<file path="src/rtl/dlx_pkg.sv">
`default_nettype none
// ============================================================================
// Module   : dlx_pkg
// Brief    : Shared types and constants for the DLX fetch front end.
// Revision : 1.0
// ============================================================================
package dlx_pkg;

    localparam logic [0:31] DLX_NOP             = 32'h0;
    localparam int          FETCH_DEPTH_DEFAULT = 4;

    typedef struct packed {
        logic [31:0] pc;
        logic [0:31] inst;
    } fetch_entry_t;

endpackage
`default_nettype wire

</file>
<file path="src/rtl/fetch_fifo.sv">
`default_nettype none
// ============================================================================
// Module   : fetch_fifo
// Brief    : Synchronous prefetch FIFO of {pc, inst}; flush beats push/pop.
// Revision : 1.0
// ============================================================================
module fetch_fifo
    import dlx_pkg::*;
#(
    parameter int DEPTH = FETCH_DEPTH_DEFAULT
) (
    input  logic                   clk,
    input  logic                   rst,
    input  logic                   flush,
    input  logic                   push,
    input  fetch_entry_t           push_data,
    input  logic                   pop,
    output fetch_entry_t           head,
    output logic [$clog2(DEPTH):0] count,
    output logic                   full,
    output logic                   empty
);

    localparam int              c_aw    = $clog2(DEPTH);
    localparam logic [c_aw:0]   c_depth = (c_aw + 1)'(DEPTH);

    fetch_entry_t    r_mem [DEPTH];
    logic [c_aw-1:0] r_rd_ptr;
    logic [c_aw-1:0] r_wr_ptr;
    logic [c_aw:0]   r_count;
    logic            w_do_push;
    logic            w_do_pop;

    assign empty     = (r_count == '0);
    assign full      = (r_count == c_depth);
    assign w_do_pop  = pop && !empty;
    // A full FIFO still accepts a push when the head leaves in the same cycle.
    assign w_do_push = push && (!full || w_do_pop);
    assign count     = r_count;
    assign head      = r_mem[r_rd_ptr];

    always_ff @(posedge clk) begin
        if (rst || flush) begin
            r_rd_ptr <= '0;
            r_wr_ptr <= '0;
            r_count  <= '0;
        end else begin
            if (w_do_push) r_wr_ptr <= r_wr_ptr + c_aw'(1);
            if (w_do_pop)  r_rd_ptr <= r_rd_ptr + c_aw'(1);
            case ({w_do_push, w_do_pop})
                2'b10:   r_count <= r_count + (c_aw + 1)'(1);
                2'b01:   r_count <= r_count - (c_aw + 1)'(1);
                default: r_count <= r_count;
            endcase
        end
    end

    always_ff @(posedge clk) begin
        if (!rst && !flush && w_do_push) begin
            r_mem[r_wr_ptr] <= push_data;
        end
    end

endmodule
`default_nettype wire

</file>
<file path="src/rtl/dlx_fetch_queue.sv">
`default_nettype none
// ============================================================================
// Module   : dlx_fetch_queue
// Brief    : DLX fetch front end: PC, req/ack imem port, prefetch FIFO to
//            decode, stall and redirect handling. Optional same-cycle bypass
//            of an acked word to decode when FETCH_BYPASS_EN is defined.
// Revision : 1.0
// ============================================================================
module dlx_fetch_queue
    import dlx_pkg::*;
#(
    parameter int          DEPTH    = FETCH_DEPTH_DEFAULT,
    parameter logic [31:0] RESET_PC = 32'h0000_0000
) (
    input  logic        clk,
    input  logic        initPC,
    output logic        imem_req,
    output logic [31:0] imem_addr,
    input  logic        imem_ack,
    input  logic [0:31] imem_rdata,
    input  logic        branch_id,
    input  logic [31:0] branch_pc_id,
    input  logic        stall_id,
    output logic [0:31] inst_id,
    output logic [31:0] pcPlusFour_id,
    output logic        valid_id
);

    localparam int            c_aw    = $clog2(DEPTH);
    localparam logic [c_aw:0] c_depth = (c_aw + 1)'(DEPTH);

    logic [31:0]   r_fetch_pc;
    logic [31:0]   r_req_addr;
    logic          r_busy;
    logic          r_drop;

    logic          w_can_issue;
    logic          w_ack_ok;
    logic          w_accept;
    logic          w_consume;
    logic          w_push;
    logic          w_pop;
    fetch_entry_t  w_push_data;
    fetch_entry_t  w_head;
    logic [c_aw:0] w_count;
    logic          w_full;
    logic          w_empty;

    assign w_can_issue = !initPC && !r_busy && !branch_id && (w_count < c_depth);
    // Once raised, the request stays up (same address) until its ack, even
    // across a redirect; the redirected response is then dropped.
    assign imem_req    = !initPC && (r_busy || w_can_issue);
    assign imem_addr   = r_busy ? r_req_addr : r_fetch_pc;
    assign w_ack_ok    = imem_ack && imem_req;
    assign w_accept    = w_ack_ok && !r_drop && !branch_id;

`ifdef FETCH_BYPASS_EN
    assign w_consume   = w_accept && w_empty && !stall_id;
`else
    assign w_consume   = 1'b0;
`endif

    assign w_push      = w_accept && !w_consume;
    assign w_pop       = !initPC && !w_empty && !stall_id && !branch_id;
    assign w_push_data = '{pc: r_fetch_pc, inst: imem_rdata};

    fetch_fifo #(
        .DEPTH (DEPTH)
    ) u_fifo (
        .clk       (clk),
        .rst       (initPC),
        .flush     (branch_id),
        .push      (w_push),
        .push_data (w_push_data),
        .pop       (w_pop),
        .head      (w_head),
        .count     (w_count),
        .full      (w_full),
        .empty     (w_empty)
    );

    always_comb begin
        valid_id      = 1'b0;
        inst_id       = DLX_NOP;
        pcPlusFour_id = 32'h0;
        if (!initPC && !w_empty) begin
            valid_id      = 1'b1;
            inst_id       = w_head.inst;
            pcPlusFour_id = w_head.pc + 32'd4;
        end
`ifdef FETCH_BYPASS_EN
        else if (w_accept && w_empty) begin
            valid_id      = 1'b1;
            inst_id       = imem_rdata;
            pcPlusFour_id = r_fetch_pc + 32'd4;
        end
`endif
    end

    always_ff @(posedge clk) begin
        if (initPC) begin
            r_fetch_pc <= RESET_PC;
            r_req_addr <= RESET_PC;
            r_busy     <= 1'b0;
            r_drop     <= 1'b0;
        end else begin
            if (w_ack_ok)         r_busy <= 1'b0;
            else if (w_can_issue) r_busy <= 1'b1;

            if (w_can_issue) r_req_addr <= r_fetch_pc;

            // An ack coinciding with the redirect is discarded directly.
            if (branch_id && r_busy && !w_ack_ok) r_drop <= 1'b1;
            else if (w_ack_ok)                    r_drop <= 1'b0;

            if (branch_id)     r_fetch_pc <= branch_pc_id;
            else if (w_accept) r_fetch_pc <= r_fetch_pc + 32'd4;
        end
    end

    // Capacity is guaranteed by the issue rule; full only guards the push.
    logic w_unused_full;
    assign w_unused_full = w_full;

endmodule
`default_nettype wire

</file>
<file path="config.mk">
export PLATFORM = sky130hd
export DESIGN_NAME = dlx_fetch_queue
export DESIGN_NICKNAME = d
export VERILOG_FILES = /design/src/rtl/dlx_pkg.sv /design/src/rtl/fetch_fifo.sv /design/src/rtl/dlx_fetch_queue.sv
export SDC_FILE = /design/constraint.sdc
export NUM_CORES = 1
export LEC_CHECK = 0
export CORE_MARGIN = 5
export CORE_UTILIZATION = 35
export DETAILED_ROUTE_END_ITERATION = 6
export GPL_ROUTABILITY_DRIVEN = 0
export GPL_TIMING_DRIVEN = 0
export SLEW_MARGIN = 30
export SYNTH_ARGS = -nofsm -noshare
export SYNTH_HDL_FRONTEND = slang
export SYNTH_SLANG_ARGS = --single-unit
</file>
<file path="constraint.sdc">
create_clock -name clk -period 4.05 [get_ports clk]
set_input_delay 0.81 -clock clk [delete_from_list [all_inputs] [get_ports clk]]
set_output_delay 0.81 -clock clk [all_outputs]
set_load 0.05 [all_outputs]
</file>
==> flow_summary.html <==
<table>
<tr><th>Metric</th><th>Value</th></tr>
<tr><th colspan="2">Outcome</th></tr>
<tr><td>Result of the run</td><td>complete, no violations</td></tr>
<tr><th colspan="2">Logic synthesis</th></tr>
<tr><td>Cell area after synthesis</td><td>about 0.014 mm²</td></tr>
<tr><td>Prevailing post-synth register cell</td><td>sky130_fd_sc_hd__edfxtp_1</td></tr>
<tr><td>Post-synthesis cell count</td><td>about 1,000</td></tr>
<tr><td>Largest family of logic cells by synthesized area</td><td>multiplexers</td></tr>
<tr><td>Share of the synthesized area in compound gates (AO/OA/AOI/OAI)</td><td>under 10%</td></tr>
<tr><td>Async set-reset flop share out of synthesis</td><td>0%</td></tr>
<tr><td>Register bit total from synthesis</td><td>between 300 and 400</td></tr>
<tr><td>Adder-cell area share of the yosys netlist</td><td>less than 1%</td></tr>
<tr><td>Area share of and/or/nand/nor cells after synthesis</td><td>roughly 11%</td></tr>
<tr><td>Per-instance average area after synthesis</td><td>between 10 and 15 µm²</td></tr>
<tr><td>Synth Area in XOR/XNOR</td><td>~1.6%</td></tr>
<tr><td>Proportion of synthesized area in mux cells</td><td>roughly 13%</td></tr>
<tr><td>Count of flip-flops with a built-in enable after synthesis</td><td>256</td></tr>
<tr><td>Sequential share of the synthesized area</td><td>around two thirds</td></tr>
<tr><td>Warnings, synthesis</td><td>0</td></tr>
<tr><td>Number of library cell types mapped by synthesis</td><td>between 40 and 50</td></tr>
<tr><td>Net count of the mapped netlist</td><td>approximately 1,000</td></tr>
<tr><th colspan="2">Pwr</th></tr>
<tr><td>Cell area power density</td><td>between 400 and 500 mW/mm²</td></tr>
<tr><td>Max VDD drop</td><td>~0.00024 V</td></tr>
<tr><td>Static leakage power</td><td>about 5.9 nW</td></tr>
<tr><td>Total power consumption of the routed design</td><td>between 0.007 and 0.008 W</td></tr>
<tr><th colspan="2">Clock network</th></tr>
<tr><td>Clock-pin slew on the worst setup and hold paths</td><td>approximately 0.060 ns</td></tr>
<tr><td>Later-pin clock latency in the skew report</td><td>between 0.5 and 0.6 ns</td></tr>
<tr><td>H-tree depth</td><td>2</td></tr>
<tr><td>Worst-case clock buffer depth</td><td>3</td></tr>
<tr><td>CTS tree</td><td>yes</td></tr>
<tr><td>Clock Sink Count</td><td>around 330</td></tr>
<tr><td>Inserted Clock Buffers</td><td>38</td></tr>
<tr><td>Buffer cell driving the clock tree root</td><td>sky130_fd_sc_hd__clkbuf_16</td></tr>
<tr><th colspan="2">Finish</th></tr>
<tr><td>Final core utilization</td><td>44.83%</td></tr>
<tr><td>Top library cells by usage in the layout, fill and taps aside</td><td>sky130_fd_sc_hd__edfxtp_1 (256), sky130_fd_sc_hd__clkdlybuf4s50_1 (108), sky130_fd_sc_hd__nand2_1 (100)</td></tr>
<tr><td>NumNets Final</td><td>approximately 1,300</td></tr>
<tr><td>Fraction of final layout cells with drive strength greater than 1</td><td>between 10% and 20%</td></tr>
<tr><td>Area growth syn-to-layout</td><td>27.31%</td></tr>
<tr><td>Most common cell after layout, fill and taps aside</td><td>sky130_fd_sc_hd__edfxtp_1</td></tr>
<tr><td>Antenna cells</td><td>0</td></tr>
<tr><th colspan="2">Critical path</th></tr>
<tr><td>Required time of the critical path</td><td>roughly 3.2 ns</td></tr>
<tr><td>Maximum single-stage delay on the critical path</td><td>0.57 ns</td></tr>
<tr><td>Library cell contributing the largest single delay on the critical path</td><td>sky130_fd_sc_hd__mux4_2</td></tr>
<tr><td>Highest fanout seen on the critical path</td><td>10</td></tr>
<tr><td>Data arrival at the endpoint of the critical path</td><td>~3.1 ns</td></tr>
<tr><td>Endpoint kind of the worst setup timing path</td><td>output pin</td></tr>
<tr><td>Ordered list of cells on the worst path</td><td>buf_12, buf_12, mux4_2, ha_4, and4_4, nand4_1, xor2_1, nor2_1, dlygate4sd2_1</td></tr>
<tr><td>Dominant cell type by count on the critical path</td><td>sky130_fd_sc_hd__buf_12</td></tr>
<tr><td>Setup crit start kind</td><td>flip-flop</td></tr>
<tr><td>Setup Crit Path Kind</td><td>reg2out</td></tr>
<tr><th colspan="2">STA</th></tr>
<tr><td>FMAX</td><td>253.2 MHz</td></tr>
<tr><td>Worst clock skew</td><td>0.01221 ns</td></tr>
<tr><td>Final Slew Violations</td><td>0</td></tr>
<tr><td>Headroom to the max-slew limit</td><td>roughly two fifths</td></tr>
<tr><td>Number of endpoints failing setup at the final stage</td><td>0</td></tr>
<tr><td>Total count of hold-check failures in the final report</td><td>0</td></tr>
<tr><td>Final critical path time including I/O delays and setup</td><td>between 3 and 4 ns</td></tr>
<tr><td>Final Cycle Share</td><td>97.50%</td></tr>
<tr><td>Worst slew pin tran</td><td>0.9018 ns</td></tr>
<tr><td>Worst setup slack after layout</td><td>between 0.1 and 0.15 ns</td></tr>
<tr><th colspan="2">Die</th></tr>
<tr><td># rows</td><td>73</td></tr>
<tr><td>Die Height</td><td>about 210 µm</td></tr>
<tr><td>Initial core utilization</td><td>a little over a third</td></tr>
<tr><td>Area enclosed by the die boundary</td><td>around 0.044 mm²</td></tr>
<tr><td>Die X</td><td>between 200 and 250 µm</td></tr>
<tr><td>I/O pin count</td><td>around 170</td></tr>
<tr><td>Core region area</td><td>slightly below 0.04 mm²</td></tr>
<tr><th colspan="2">Place</th></tr>
<tr><td>Post-Place Setup Slack</td><td>-0.8575 ns</td></tr>
<tr><td>Number of buffers added on ports</td><td>164</td></tr>
<tr><td>Detailed placer's ending HPWL</td><td>roughly 24 mm</td></tr>
<tr><th colspan="2">Route</th></tr>
<tr><td>Count of unresolved DRC violations after routing</td><td>0</td></tr>
<tr><td>Number of nets still failing antenna checks after routing</td><td>0</td></tr>
<tr><td>Total via count after detailed routing</td><td>between 9,000 and 10,000</td></tr>
<tr><td>Final routed wirelength across all metal layers</td><td>35.03 mm</td></tr>
<tr><td>Routed len/inst</td><td>20.09 µm</td></tr>
<tr><td>Number of detailed-routing iterations run before antenna repair</td><td>5</td></tr>
<tr><td>Count of routing violations after the opening detailed-route iteration</td><td>682</td></tr>
<tr><td>Vias per Instance</td><td>5.189</td></tr>
<tr><th colspan="2">Global route</th></tr>
<tr><td>Pin count of the biggest net entering global routing</td><td>38</td></tr>
<tr><td>Overall overflow remaining after global route</td><td>0</td></tr>
<tr><td>Wire length of the first global-routing pass</td><td>between 50 and 60 mm</td></tr>
<tr><td>Initial antenna violation count</td><td>1</td></tr>
<tr><td>Global router's overall resource usage</td><td>15.47%</td></tr>
<tr><td>Number of global-route vias before repair</td><td>9,186</td></tr>
<tr><th colspan="2">Flow run</th></tr>
<tr><td>Number of max-cap violations</td><td>0</td></tr>
<tr><th colspan="2">Min path</th></tr>
<tr><td>Worst hold-check path type</td><td>reg2reg</td></tr>
</table>
[worst max-delay path: cells and delay by family, from the launching register on]
| kind | cells | cell delay (ns) |
|---|---|---|
| muxes | 1 | 0.57 |
| buffers and inverters | 3 | 0.87 |
| DFF | 1 | 0.35 |
| and+or+nand+nor | 3 | 0.52 |
| adders and majority gates | 1 | 0.20 |
| xor gates and xnor gates | 1 | 0.08 |
[through the flow]
stage / cells / hold WS [ns] / setup TNS, ns / cell area [µm²]
3_5_place_dp: 1666 / 0.4428 / -14.76 / 16380
5_1_grt: 1744 / 0.4636 / -0.002034 / 17770
6_report: 1744 / 0.4492 / 0 / 17770
2_1_floorplan: 972 / 0.4329 / 0 / 13960
3_3_place_gp: 1661 / 0.4386 / -385.62 / 16260
4_1_cts: 1738 / 0.4517 / 0 / 17650
[path summary, 6_finish.rpt]
check	cells past startpoint	endpoint	slack, ns	startpoint
worst min register to register	2	r_req_addr[25]	0.45	r_req_addr[25]
worst max-delay path	9	pcPlusFour_id[14]	0.10	flip-flop
worst max register to register	7	r_fetch_pc[22]	1.26	r_fetch_pc[7]
worst min-delay path	2	r_req_addr[25]	0.45	r_req_addr[25]
[metal layers]
layer  up-vias  routed length [µm]  global-route usage, %
met5         -                   7                      0
met4         2                 752                  4.658
met3        49                2136                  3.169
met2       328               15890                  24.01
met1      4504               16250                  22.11
li1       4167                   -                      -
[area by class of cell]
type | instances | area [µm²]
Clock inverter | 15 | 160.2
Fill cell | 3619 | 21870
Clock buffer | 54 | 1062
Inverter | 15 | 56.30
Buffer | 59 | 349.1
Timing Repair Buffer | 181 | 1779
Tap cell | 525 | 656.9
Sequential cell | 331 | 9189
Multi-Input combinational cell | 564 | 4519
[kinds of logic after synthesis]
family	count (synthesis)
AOI/OAI and AO/OA	132
and+or+nand+nor	305
adders and majority gates	7
muxes	94
xor gates and xnor gates	26
DFF	331
buffers and inverters	77
[sequential cells by signal, indices dropped and copies added (netlist names), named ones only]
name             count
r_req_addr          32
u_fifo.r_rd_ptr      2
r_busy               1
r_fetch_pc          32
u_fifo.count         3
u_fifo.r_wr_ptr      2
u_fifo.r_mem       256
r_drop               1
[cell usage after synthesis, types with 11 or more instances]
master	instances	area share, %
sky130_fd_sc_hd__a311oi_1	13	0.82
sky130_fd_sc_hd__nor2_1	44	1.2
sky130_fd_sc_hd__a211oi_1	12	0.65
sky130_fd_sc_hd__mux4_2	64	10
sky130_fd_sc_hd__xor2_1	11	0.69
sky130_fd_sc_hd__inv_1	14	0.38
sky130_fd_sc_hd__mux2_2	27	2.2
sky130_fd_sc_hd__nand4_1	14	0.63
sky130_fd_sc_hd__clkbuf_1	41	1.1
sky130_fd_sc_hd__or4_1	13	0.70
sky130_fd_sc_hd__or3_1	23	1.0
sky130_fd_sc_hd__nand3_1	23	0.82
sky130_fd_sc_hd__and2_1	43	1.9
sky130_fd_sc_hd__a21oi_1	57	2.0
sky130_fd_sc_hd__xnor2_1	15	0.94
sky130_fd_sc_hd__nand2_1	100	2.7
sky130_fd_sc_hd__dfxtp_1	75	11
sky130_fd_sc_hd__nor3_1	16	0.57
sky130_fd_sc_hd__o21ai_0	29	1.0
sky130_fd_sc_hd__edfxtp_1	256	55
[report_power, final]
part           total [W]  switching [W]  internal [W]
Clock            0.00335        0.00133       0.00202
Sequential       0.00378      0.0000740       0.00371
Combinational   0.000465       0.000278      0.000186
Total            0.00760        0.00168       0.00592
[repair_timing]
| item | 4_1_cts | 5_1_grt |
|---|---|---|
| setup buffers | 5 | 5 |
| resized for setup | 184 | 28 |
| cloned | 0 | 2 |
| hold buffers | 0 | 0 |
| endpoints found under the setup margin | 60 | 33 |
| pin swaps | 2 | 6 |
(Power assumes the default switching activity.)
